### config.mk
export PLATFORM = sky130hd
export DESIGN_NAME = uart_transceiver
export DESIGN_NICKNAME = d
export VERILOG_FILES = /design/src/rtl/uart_transceiver.sv
export SDC_FILE = /design/constraint.sdc
export NUM_CORES = 1
export LEC_CHECK = 0
export ABC_AREA = 1
export CORE_ASPECT_RATIO = 0.7
export CORE_MARGIN = 2
export CORE_UTILIZATION = 57
export DETAILED_ROUTE_END_ITERATION = 16
export GPL_ROUTABILITY_DRIVEN = 0
export MAX_ROUTING_LAYER = met4
export PLACE_DENSITY = 0.79
export SLEW_MARGIN = 20
export SYNTH_ARGS = -nofsm -noshare
export SYNTH_HDL_FRONTEND = slang
export SYNTH_SLANG_ARGS = --single-unit
### constraint.sdc
create_clock -name clk -period 1.8 [get_ports clk]
set_clock_uncertainty 0.1 [all_clocks]
set_input_delay 0.18 -clock clk [delete_from_list [all_inputs] [get_ports clk]]
set_output_delay 0.18 -clock clk [all_outputs]
set_load 0.02 [all_outputs]
### src/rtl/uart_transceiver.sv
// 8N1 UART transmitter and receiver sharing one clock domain.
// The RX input is brought in through a two-flop synchroniser before any decision is made on it.
`timescale 1ns/1ps
module uart_transceiver #(
  parameter int CLK_FREQ     = 24_000_000,
  parameter int BAUD_RATE    = 115200,
  parameter int CLKS_PER_BIT = CLK_FREQ / BAUD_RATE
) (
  input  logic       clk,
  input  logic       rst_n,
  input  logic       uart_we,
  input  logic [7:0] wr_data,
  output logic       uart_tx,
  output logic       tx_busy,
  input  logic       uart_rx,
  output logic       uart_re,
  output logic [7:0] rd_data
);

  localparam int CNT_W = $clog2(CLKS_PER_BIT + 1);
  localparam logic [CNT_W-1:0] BIT_LAST  = CNT_W'(CLKS_PER_BIT - 1);
  localparam logic [CNT_W-1:0] HALF_LAST = CNT_W'(CLKS_PER_BIT / 2 - 1);

  typedef enum logic [1:0] {S_IDLE, S_START, S_DATA, S_STOP} state_e;

  state_e           tx_state_q, tx_state_d;
  logic [CNT_W-1:0] tx_cnt_q, tx_cnt_d;
  logic [2:0]       tx_bit_q, tx_bit_d;
  logic [7:0]       tx_shift_q, tx_shift_d;
  logic             tx_line_q, tx_line_d;
  logic             tx_busy_q, tx_busy_d;

  logic             rx_meta_q, rx_sync_q;
  state_e           rx_state_q, rx_state_d;
  logic [CNT_W-1:0] rx_cnt_q, rx_cnt_d;
  logic [2:0]       rx_bit_q, rx_bit_d;
  logic [7:0]       rx_shift_q, rx_shift_d;
  logic [7:0]       rd_data_q, rd_data_d;
  logic             re_q, re_d;

  // The line level is registered from the next state so uart_tx is glitch-free.
  always_comb begin
    tx_state_d = tx_state_q;
    tx_cnt_d   = tx_cnt_q;
    tx_bit_d   = tx_bit_q;
    tx_shift_d = tx_shift_q;
    tx_line_d  = tx_line_q;
    tx_busy_d  = tx_busy_q;
    case (tx_state_q)
      S_IDLE: if (uart_we) begin
        tx_state_d = S_START;
        tx_shift_d = wr_data;
        tx_cnt_d   = '0;
        tx_bit_d   = '0;
        tx_line_d  = 1'b0;
        tx_busy_d  = 1'b1;
      end
      S_START: if (tx_cnt_q == BIT_LAST) begin
        tx_cnt_d   = '0;
        tx_state_d = S_DATA;
        tx_line_d  = tx_shift_q[0];
      end else tx_cnt_d = tx_cnt_q + 1'b1;
      S_DATA: if (tx_cnt_q == BIT_LAST) begin
        tx_cnt_d   = '0;
        tx_shift_d = tx_shift_q >> 1;
        tx_bit_d   = tx_bit_q + 3'd1;
        if (tx_bit_q == 3'd7) begin
          tx_state_d = S_STOP;
          tx_line_d  = 1'b1;
        end else tx_line_d = tx_shift_q[1];
      end else tx_cnt_d = tx_cnt_q + 1'b1;
      S_STOP: if (tx_cnt_q == BIT_LAST) begin
        tx_cnt_d   = '0;
        tx_state_d = S_IDLE;
        tx_busy_d  = 1'b0;
      end else tx_cnt_d = tx_cnt_q + 1'b1;
      default: tx_state_d = S_IDLE;
    endcase
  end

  // START samples at mid-bit; DATA/STOP then sample a full bit period apart.
  always_comb begin
    rx_state_d = rx_state_q;
    rx_cnt_d   = rx_cnt_q;
    rx_bit_d   = rx_bit_q;
    rx_shift_d = rx_shift_q;
    rd_data_d  = rd_data_q;
    re_d       = 1'b0;
    case (rx_state_q)
      S_IDLE: if (!rx_sync_q) begin
        rx_state_d = S_START;
        rx_cnt_d   = '0;
        rx_bit_d   = '0;
      end
      S_START: if (rx_cnt_q == HALF_LAST) begin
        rx_cnt_d   = '0;
        rx_state_d = rx_sync_q ? S_IDLE : S_DATA;
      end else rx_cnt_d = rx_cnt_q + 1'b1;
      S_DATA: if (rx_cnt_q == BIT_LAST) begin
        rx_cnt_d   = '0;
        rx_shift_d = {rx_sync_q, rx_shift_q[7:1]};
        rx_bit_d   = rx_bit_q + 3'd1;
        if (rx_bit_q == 3'd7) rx_state_d = S_STOP;
      end else rx_cnt_d = rx_cnt_q + 1'b1;
      S_STOP: if (rx_cnt_q == BIT_LAST) begin
        rx_cnt_d   = '0;
        rx_state_d = S_IDLE;
        if (rx_sync_q) begin
          rd_data_d = rx_shift_q;
          re_d      = 1'b1;
        end
      end else rx_cnt_d = rx_cnt_q + 1'b1;
      default: rx_state_d = S_IDLE;
    endcase
  end

  always_ff @(posedge clk or negedge rst_n) begin
    if (!rst_n) begin
      tx_state_q <= S_IDLE;
      tx_cnt_q   <= '0;
      tx_bit_q   <= '0;
      tx_shift_q <= '0;
      tx_line_q  <= 1'b1;
      tx_busy_q  <= 1'b0;
      rx_meta_q  <= 1'b1;
      rx_sync_q  <= 1'b1;
      rx_state_q <= S_IDLE;
      rx_cnt_q   <= '0;
      rx_bit_q   <= '0;
      rx_shift_q <= '0;
      rd_data_q  <= '0;
      re_q       <= 1'b0;
    end else begin
      tx_state_q <= tx_state_d;
      tx_cnt_q   <= tx_cnt_d;
      tx_bit_q   <= tx_bit_d;
      tx_shift_q <= tx_shift_d;
      tx_line_q  <= tx_line_d;
      tx_busy_q  <= tx_busy_d;
      rx_meta_q  <= uart_rx;
      rx_sync_q  <= rx_meta_q;
      rx_state_q <= rx_state_d;
      rx_cnt_q   <= rx_cnt_d;
      rx_bit_q   <= rx_bit_d;
      rx_shift_q <= rx_shift_d;
      rd_data_q  <= rd_data_d;
      re_q       <= re_d;
    end
  end

  assign uart_tx = tx_line_q;
  assign tx_busy = tx_busy_q;
  assign uart_re = re_q;
  assign rd_data = rd_data_q;

endmodule

==> results by group <==
Setup path
  • Reg-to-reg critical path startpoint: tx_state_q[0]
  • Largest stage delay on the critical path: 0.59 ns
  • Worst reg-to-reg setup slack: 0.10 ns
  • Cell Chain, Critical Path: clkdlybuf4s50_1
  • R2R depth: 9
  • Critical Path AT: 1.46 ns
  • Top delay family on crit path: buffers and inverters
  • Crit-path max FO: 2
  • WP data required: 1.52 ns
  • Crit-path slowest cell: clkdlybuf4s50_1
  • R2R Path End: tx_shift_q[1]
  • Buf/Inv on CP: 1
  • Critical path endpoint category: primary output
  • Setup crit start kind: flip-flop
  • WS Path Type: flip-flop to primary output

Floorplanning
  • Boundary pin count: 23
  • Die height: 62.6 um
  • CORE AREA: 4760 um2
  • Die Wd: 87.6 um
  • Die area: 5480 um2
  • Initial Utilization: 58.7%
  • Site Rows: 21

Power and ir drop
  • Clock Power Share: 20.6%
  • Sw Pwr: 1.27 mW
  • Power per cell area: 1080 nW/um2
  • Combinational power share: 35.0%
  • Leakage: 1.56 nW
  • Peak VDD IR: 0.722 mV
  • Sequential Power Share: 44.4%
  • Internal power: 2.17 mW
  • Sw frac: 36.9%

Drt
  • Routed WL per cell: 11.8 um
  • 1st-iter DRT viols: 72
  • Met3 routed WL: 197 um
  • Via Count: 2125
  • Vias per Instance: 5.05
  • DR DRC count: 0
  • Pre-antenna DRT Iters: 4
  • M1 WL: 2490 um
  • Top Layer Used: met4
  • Final wirelength: 4990 um
  • Post-route ant nets: 0
  • Wire length on met2: 2240 um

Clock network
  • CTS tree: yes
  • Worst skew pair latency: 0.32 ns
  • Clock slew at reported path FFs: 0.10 ns
  • Postcts setup bufs: 0
  • CTS Buffer Depth: 2
  • # clock sinks: 55
  • TritonCTS Buffers: 5
  • H-tree depth: 2
  • Root Driver: clkbuf_8

GRT
  • First-pass GRT wire length: 8780 um
  • GRT Total Usage: 21.0%
  • Vias in the first global route: 2007
  • Grt ovf: 0
  • Initial antenna violation count: 0
  • Pin count of the biggest net entering global routing: 56

Yosys
  • Synth Area in Compound Gates: 10.8%
  • Yosys cell types: 31
  • Synth top area cells: dfrtp_1 (47%), nand2_1 (14%), ha_1 (4.9%)
  • Top cell type by total area after synthesis: dfrtp_1
  • Synthesized area: 2790 um2
  • Mux share of post-synthesis cell area: 0%
  • Adder-Cell Fraction of Synth Area: 4.93%
  • Post-synthesis simple-gate area fraction: 25.5%
  • Syn nets: 346
  • Synth Register Bits: 55
  • Syn avg cell area: 8.64 um2
  • Syn Inst Count: 323
  • Main combinational cell family by area after synthesis: simple AND/OR/NAND/NOR gates
  • Area fraction of the dominant cell type after synthesis: 46.6%
  • Post-Synth XOR/XNOR Area: 2.20%
  • Sequential fraction of the synthesis area: 49.4%
  • Yosys warns: 0

Finish
  • N_diodes: 0
  • Non-filler cells in the finished layout: 421
  • Final core occ: 67.2%
  • # fillers: 412
  • Share of post-route cells with drive strength above 1: 13.4%
  • Area growth syn-to-layout: 14.5%
  • Most frequent cells in the layout: nand2_1 (106), dfrtp_1 (52), inv_1 (30)
  • Nets: 374
  • Most common library cell in the layout ignoring fill and taps: nand2_1

Timing
  • Setup ws final: 0.0642 ns
  • Slew @ Worst Pin: 0.339 ns
  • Final hold violation count: 0
  • Unrepaired setup endpoints after global routing: yes
  • Max-slew violation count: 0
  • Final setup vio count: 0
  • F_max: 576 MHz
  • Post-route clock period utilization: 96.4%
  • Normalized max-slew margin: 77.3%
  • Final min period: 1.74 ns

Run status
  • Status: finished, final reports clean

Job
  • MaxCap Viol Count: 0

Placed design
  • Post-place setup slack: 0.0604 ns
  • Hpwl dp: 3610 um
  • I/O Buffers: 22
  • Placed Instances: 411

Hold path
  • WHS Endpoint: rx_meta_q
  • Hold path startpoint: uart_rx
  • Worst Hold Depth: 1
  • Min-delay worst type: input pin to flip-flop
[per-stage QoR]
stage,hold WS (ns),power (mW),cell area [um2],TNS (ns)
2_1_floorplan,-0.216,2.47,2790,0
3_3_place_gp,0.0964,2.72,3080,0
3_5_place_dp,0.0981,2.75,3080,0
4_1_cts,0.166,3.48,3180,0
5_1_grt,0.156,3.73,3200,-0.672
6_report,0.174,3.44,3200,0
[synth_stat cells (all sizes together)]
cell type / number
a21oi: 4
a22o: 1
buf: 5
clkbuf: 2
clkinv: 1
dfrtp: 52
dfstp: 3
ha: 11
inv: 36
nand2: 112
nand3: 14
nand3b: 3
nand4: 6
nor2: 16
nor3: 2
o21ai: 40
o21bai: 1
o22ai: 5
or2: 2
xnor2: 1
xor2: 6
[power by group through the flow]
stage,combinational [mW],sequential (mW),clock (mW)
2_1_floorplan,0.923,1.55,0
3_3_place_gp,1.17,1.54,0
3_5_place_dp,1.20,1.55,0
4_1_cts,1.21,1.53,0.741
5_1_grt,1.38,1.55,0.798
6_report,1.20,1.53,0.708
[area by class of cell]
cell class                 instances  area (um2)  share of cell area [%]
clock buffer                       5        68.8                    2.15
clock inverter                     3        25.0                   0.783
inverter                          37         143                    4.46
multi-input combinational        225        1230                    38.4
sequential                        55        1380                    43.2
tap                               69        86.3                    2.70
timing repair buffer              27         268                    8.38
[registers in the layout (all words and copies together), names as in the netlist, named ones only]
register	flops
rd_data	8
rx_bit_q	3
rx_cnt_q	8
rx_meta_q	1
rx_shift_q	8
rx_state_q	1
rx_sync_q	1
tx_bit_q	3
tx_busy	1
tx_cnt_q	8
tx_shift_q	8
tx_state_q	2
uart_re	1
uart_tx	1
[worst max path at each step]
| stage | from | end | slack [ns] | cells after the start |
|---|---|---|---|---|
| after floorplan | tx_state_q[0] | tx_bit_q[1] | 0.21 | 10 |
| after global placement | tx_state_q[0] | tx_shift_q[7] | 0.13 | 8 |
| after detailed placement | tx_state_q[0] | tx_shift_q[1] | 0.06 | 9 |
| after CTS | tx_state_q[0] | tx_shift_q[1] | 0.04 | 9 |
| after global routing | tx_cnt_q[0] | tx_cnt_q[3] | -0.07 | 8 |
| final | uart_tx | uart_tx | 0.06 | 1 |
[logic make-up after synthesis]
logic type / count (synthesis)
AO/OA/AOI/OAI: 51
buffers and inverters: 44
AND/OR/NAND/NOR: 155
adder cells (fa/ha/maj): 11
XOR/XNOR: 7
flip-flops: 55
[per-layer routing]
metal | track usage [%] | up-vias
li1 | - | 1092
met1 | 28.7 | 990
met2 | 31.1 | 37
met3 | 5.55 | 6
met4 | 6.35 | 0
met5 | - | -
[what timing repair did]
action / CTS / global route
resized for setup: 0 / 1
endpoints found under the hold margin: 52 / 0
endpoints found under the setup margin: 0 / 18
hold buffers: 1 / 0
Note: power is estimated with default switching activity, not from simulation.
